<file path="src/rtl/seven_segment_pkg.sv">
// Shared types and the hex-to-segment glyph table for the scanned display.
// Segment vectors are packed {g,f,e,d,c,b,a}, 1 = lit.
package seven_segment_pkg;

  localparam int NUM_DIGITS = 4;

  typedef logic [6:0] seg_t;

  localparam seg_t SEG_TABLE [16] = '{
    7'h3f, 7'h06, 7'h5b, 7'h4f,
    7'h66, 7'h6d, 7'h7d, 7'h07,
    7'h7f, 7'h6f, 7'h77, 7'h7c,
    7'h39, 7'h5e, 7'h79, 7'h71
  };

endpackage

</file>
<file path="src/rtl/seven_segment_decoder.sv">
// Combinational nibble-to-glyph lookup.
// Anything that does not match a table entry decodes to all segments off.
module seven_segment_decoder
  import seven_segment_pkg::*;
(
  input  logic [3:0] nib,
  output seg_t       seg
);

  always_comb begin
    seg = '0;
    for (int i = 0; i < 16; i++) begin
      if (nib == 4'(i)) seg = SEG_TABLE[i];
    end
  end

endmodule

</file>
<file path="src/rtl/seven_segment.sv">
// Four-digit time-multiplexed seven-segment scanner with registered outputs.
// Define SEVEN_SEGMENT_BLANK_EN to suppress leading zeros on digits 3..1.
module seven_segment
  import seven_segment_pkg::*;
#(
  parameter int CLK_DIV = 1024
) (
  input  logic       clk,
  input  logic       rst_n,
  input  logic [3:0] bcd [3:0],
  output logic       segA,
  output logic       segB,
  output logic       segC,
  output logic       segD,
  output logic       segE,
  output logic       segF,
  output logic       segG,
  output logic [3:0] dsen
);

  localparam int PW = (CLK_DIV > 1) ? $clog2(CLK_DIV) : 1;
  localparam logic [PW-1:0] LAST = PW'(CLK_DIV - 1);

  logic [PW-1:0] presc;
  logic [1:0]    idx;
  logic [3:0]    nib;
  logic          blank;
  seg_t          glyph;
  seg_t          seg_q;

  always_ff @(posedge clk or negedge rst_n) begin
    if (!rst_n) begin
      presc <= '0;
      idx   <= '0;
    end else if (presc == LAST) begin
      presc <= '0;
      idx   <= idx + 2'd1;
    end else begin
      presc <= presc + PW'(1);
    end
  end

  assign nib = bcd[idx];

`ifdef SEVEN_SEGMENT_BLANK_EN
  always_comb begin
    blank = 1'b0;
    unique case (1'b1)
      idx == 2'd3: blank = (bcd[3] == 4'd0);
      idx == 2'd2: blank = (bcd[3] == 4'd0) &&
                           (bcd[2] == 4'd0);
      idx == 2'd1: blank = (bcd[3] == 4'd0) &&
                           (bcd[2] == 4'd0) &&
                           (bcd[1] == 4'd0);
      default:     blank = 1'b0;
    endcase
  end
`else
  assign blank = 1'b0;
`endif

  seven_segment_decoder u_dec (
    .nib (nib),
    .seg (glyph)
  );

  // Glyph and digit enable share one edge so no digit shows another's pattern.
  always_ff @(posedge clk or negedge rst_n) begin
    if (!rst_n) begin
      seg_q <= '0;
      dsen  <= '0;
    end else begin
      seg_q <= blank ? '0 : glyph;
      dsen  <= 4'b0001 << idx;
    end
  end

  assign segA = seg_q[0];
  assign segB = seg_q[1];
  assign segC = seg_q[2];
  assign segD = seg_q[3];
  assign segE = seg_q[4];
  assign segF = seg_q[5];
  assign segG = seg_q[6];

endmodule

</file>
<file path="config.mk">
export PLATFORM = sky130hd
export DESIGN_NAME = seven_segment
export DESIGN_NICKNAME = d
export VERILOG_FILES = /design/src/rtl/seven_segment_pkg.sv /design/src/rtl/seven_segment_decoder.sv /design/src/rtl/seven_segment.sv
export SDC_FILE = /design/constraint.sdc
export NUM_CORES = 1
export LEC_CHECK = 0
export BUFFER_PORTS_ARGS = -buffer_cell sky130_fd_sc_hd__buf_4
export CAP_MARGIN = 20
export CORE_UTILIZATION = 33
export DETAILED_ROUTE_END_ITERATION = 7
export GPL_ROUTABILITY_DRIVEN = 0
export GPL_TIMING_DRIVEN = 0
export PLACE_DENSITY = 0.58
export SYNTH_ARGS = -nofsm -noshare
export SYNTH_HDL_FRONTEND = slang
export SYNTH_SLANG_ARGS = --single-unit
</file>
<file path="constraint.sdc">
create_clock -name clk -period 1.9 [get_ports clk]
set_input_delay 0.19 -clock clk [delete_from_list [all_inputs] [get_ports clk]]
set_output_delay 0.19 -clock clk [all_outputs]
set_load 0.1 [all_outputs]
</file>
==> results.md <==
Run status:
- The flow ran to the end, and the final reports show no timing, DRC or antenna violations.

Logic synthesis:
- The number of synthesized flops with an enable pin is 0.
- The biggest area contributor in the post-synthesis netlist is sky130_fd_sc_hd__dfrtp_1.
- The number of synthesis warnings is 0.
- After synthesis the cells add up to 1100 sq um.
- Synthesis produced a netlist with a net count of about 120.
- The async set-reset flop share out of synthesis is 100%.
- Yosys attributes the largest share of cell area to sky130_fd_sc_hd__dfrtp_1 (52%), sky130_fd_sc_hd__mux4_2 (8.2%), sky130_fd_sc_hd__ha_1 (5.7%), sky130_fd_sc_hd__xnor2_1 (3.2%), sky130_fd_sc_hd__xor2_1 (3.2%).
- For this run, the leading register cell type out of synthesis is sky130_fd_sc_hd__dfrtp_1.
- The part of the Yosys area used for sequential elements is a little over half.
- The average cell area after synthesis is between 10 and 15 sq um.
- The number of distinct library cell variants in the gate-level netlist after synthesis is 27.
- The share of synthesized area in the top cell type comes to a little over half.
- After technology mapping, the gate count stands at just over 90.
- The flip-flop and latch count after synthesis is 23.

Timing:
- Measured against its own limit, the worst slew margin works out to 80.8%.
- The hold violation total from the final report is 0.
- The post-route clock period utilization is between 90% and 100%.
- The max-slew violation count was 0.
- The actual slew at the worst max-slew pin is between 0.2 and 0.3 ns.
- For this run, the top clock speed supported by timing is between 0.5 and 0.6 GHz.
- The smallest setup slack after layout is 0.135 ns.
- The worst path in the final design needs a cycle of 1.76 ns, including I/O delays and setup.
- Setup repair after global routing left no endpoint under its margin.
- Setup violations remaining at the end of the flow were counted as 0.
- Between clock sinks in the finished design, the worst skew comes to 0.00135 ns.
- The setup total negative slack is 0 ns.

Final layout:
- The library cell used most frequently in the layout, excluding fill and tap cells, is sky130_fd_sc_hd__buf_4.
- For this run, the share of the core covered by cells in the final layout is 45.2%.
- From synthesis to final layout, the design area changed by 27.6%.
- The top cell types in the final layout, fill and taps aside, are sky130_fd_sc_hd__buf_4 (28), sky130_fd_sc_hd__dfrtp_1 (23), sky130_fd_sc_hd__nor2_1 (9).
- 0 antenna diodes ended up in the layout.
- In the final layout, the share of cells above drive strength 1 is between 30% and 40%.
- The final layout contains 150 nets.

Global routing:
- The number of antenna violations at the first check in global routing is 0.
- The global route total overflow is 0.
- The maximum number of pins on one net before global-route repair is 24.
- The number of global-route vias before repair is 754.
- Global routing consumed, over all layers together, 12.5% of the routing resources.
- The global-route wire length before repair is 3310 microns.

Floorplanning:
- The I/O pin count is 29.
- The core region is 3100 sq um.
- The floorplan step set the die width to 59.7 microns.
- After floorplanning, the core was divided into 20 placement rows.
- For this configuration, the core starts out at a cell density of a little over a third.
- The height of the chip is about 60 microns.
- The die covers 3570 sq um.

CTS:
- TritonCTS built the clock tree.
- CTS built an H-tree with a depth of 1.
- The worst-skew pair later-pin latency is 0.30 ns.
- The number of buffers on the longest clock path is 2.
- The number of sinks on the clock net is 23.
- The cell sitting at the root of the clock tree is a sky130_fd_sc_hd__clkbuf_4.
- The number of buffers created by CTS is 3.
- The post-CTS clock slew at the launch and capture registers of the worst setup and hold paths is 0.12 ns.

Power:
- Power spread over the standard cell area amounts to 659 nW/um^2.
- The maximum vdd ir drop is 249 uV.
- For this design the static power due to leakage is approximately 0.00064 uW.

Setup path:
- The worst setup path is captured at a flop.
- STA puts the critical path data arrival time at 1.95 ns.
- The startpoint-to-endpoint class of the critical path is reg -> reg.
- The slowest stage of the critical path belongs to the cell sky130_fd_sc_hd__mux4_2.
- Traced cell by cell, the critical path runs through buf_6 -> mux4_2 -> or2_4 -> o211ai_2 -> o211ai_1.
- The data required time at the worst endpoint is 2.09 ns.
- The category of the worst setup path launch point is a flop.
- The stage delay of the slowest cell on the critical path is 0.57 ns.
- Along the worst path, the maximum fanout reaches 7.

Place:
- The pre-CTS setup slack is 0.148 ns.
- Buffers placed on the I/O ports in this run total 28.
- The HPWL reported at the end of detailed placement is 1450 microns.

Drt:
- The routed layout has 781 vias.
- The pre-antenna-repair detailed-routing pass consisted of 4 iterations.
- Once detail routing completed, the nets flagged for antenna violations numbered 0.
- The wire length reported by the detailed router is 1960 microns.
- In the routed design, unresolved DRC markers number 0.
- Dividing the detail-routed wire length by the instance count gives 11.5 microns.
- The detailed router's first-iteration violation count is 47.
- The via-per-instance ratio is 4.59.

Hold path:
- The class of the most critical hold timing path is in -> async.

Run:
- The max-cap violation count is 0.
==> area by class of cell <==
cell class              count  area, sq um
inverters                   6         22.5
fillers                   317         1700
well taps                  44         55.1
flip-flops and latches     23          576
clock buffers               4         26.3
repair buffers             29          220
plain buffers               2         16.3
multi-input cells          62          488
==> flip-flops by register name, summed over array words and instances (netlist names) <==
register	flops
dsen	4
idx	2
presc	10
seg_q	7
==> power breakdown <==
group / internal, uW / switching [uW]
clock network: 81.7 / 140
registers: 502 / 3.35
logic: 60.2 / 139
==> stage by stage <==
stage	instances	area, sq um	hold slack (ns)	total power, uW
final	170	1400	0.298	926
after global routing	170	1400	0.308	968
after global placement	165	1370	0.0987	711
after detailed placement	165	1370	0.100	712
after CTS	170	1400	0.299	935
after floorplan	93	1100	-0.106	648
==> path summary, 6_finish.rpt <==
| check | endpoint | slack (ns) | depth (start not counted) | start |
|---|---|---|---|---|
| min in group clk | seg_q[1]$_DFF_PN0_ | 0.33 | 3 | bcd[1] |
| max reg2reg | seg_q[3]$_DFF_PN0_ | 0.14 | 5 | idx[0]$_DFFE_PN0N_ |
| max | seg_q[3]$_DFF_PN0_ | 0.14 | 5 | idx[0]$_DFFE_PN0N_ |
| min reg2reg | presc[9]$_DFF_PN0_ | 0.48 | 1 | presc[9]$_DFF_PN0_ |
| max in group asynchronous | seg_q[3]$_DFF_PN0_ | 1.38 | 2 | rst_n |
| min | presc[3]$_DFF_PN0_ | 0.30 | 2 | rst_n |
==> synthesized netlist by cell type, types with 2 or more instances <==
master and count:
sky130_fd_sc_hd__a21oi_1 4, sky130_fd_sc_hd__dfrtp_1 23, sky130_fd_sc_hd__ha_1 5, sky130_fd_sc_hd__inv_1 6
sky130_fd_sc_hd__mux2_2 2, sky130_fd_sc_hd__mux4_2 4, sky130_fd_sc_hd__nand2_1 6, sky130_fd_sc_hd__nand2b_1 3
sky130_fd_sc_hd__nand3_1 4, sky130_fd_sc_hd__nand4_1 2, sky130_fd_sc_hd__nor2_1 9, sky130_fd_sc_hd__o22ai_1 4
sky130_fd_sc_hd__xnor2_1 4, sky130_fd_sc_hd__xor2_1 4
==> metal layers <==
metal | global-route usage [%] | vias to the layer above | share of wire [%]
li1 | - | 393 | -
met1 | 16.6 | 356 | 47
met2 | 19.0 | 30 | 46
met3 | 3.25 | 2 | 5.1
met4 | 5.65 | 0 | 1.3
met5 | 0 | - | 0
==> cell families (layout without fill, tap and decap cells) <==
group	count (synthesis)	after routing	synth area share, %
compound gates	15	15	9.67
xor+xnor	8	8	6.37
fa+ha+maj	5	5	5.69
buf+inv	8	41	3.53
flops	23	23	52.3
mux	6	6	10.2
simple gates	28	28	12.2
==> critical path: cells and delay by family (launching register included) <==
kind	cells	cell delay (ns)
compound gates	2	0.23
buf+inv	1	0.14
flops	1	0.41
mux	1	0.57
simple gates	1	0.28
==> what timing repair did <==
| item | 4_1_cts | 5_1_grt |
|---|---|---|
| hold endpoints to repair | 23 | 0 |
| setup buffers | 0 | 0 |
| endpoints found under the setup margin | 0 | 1 |
| resized for setup | 0 | 1 |
| hold buffers | 1 | 0 |
Note: power is estimated with default switching activity, not from simulation.
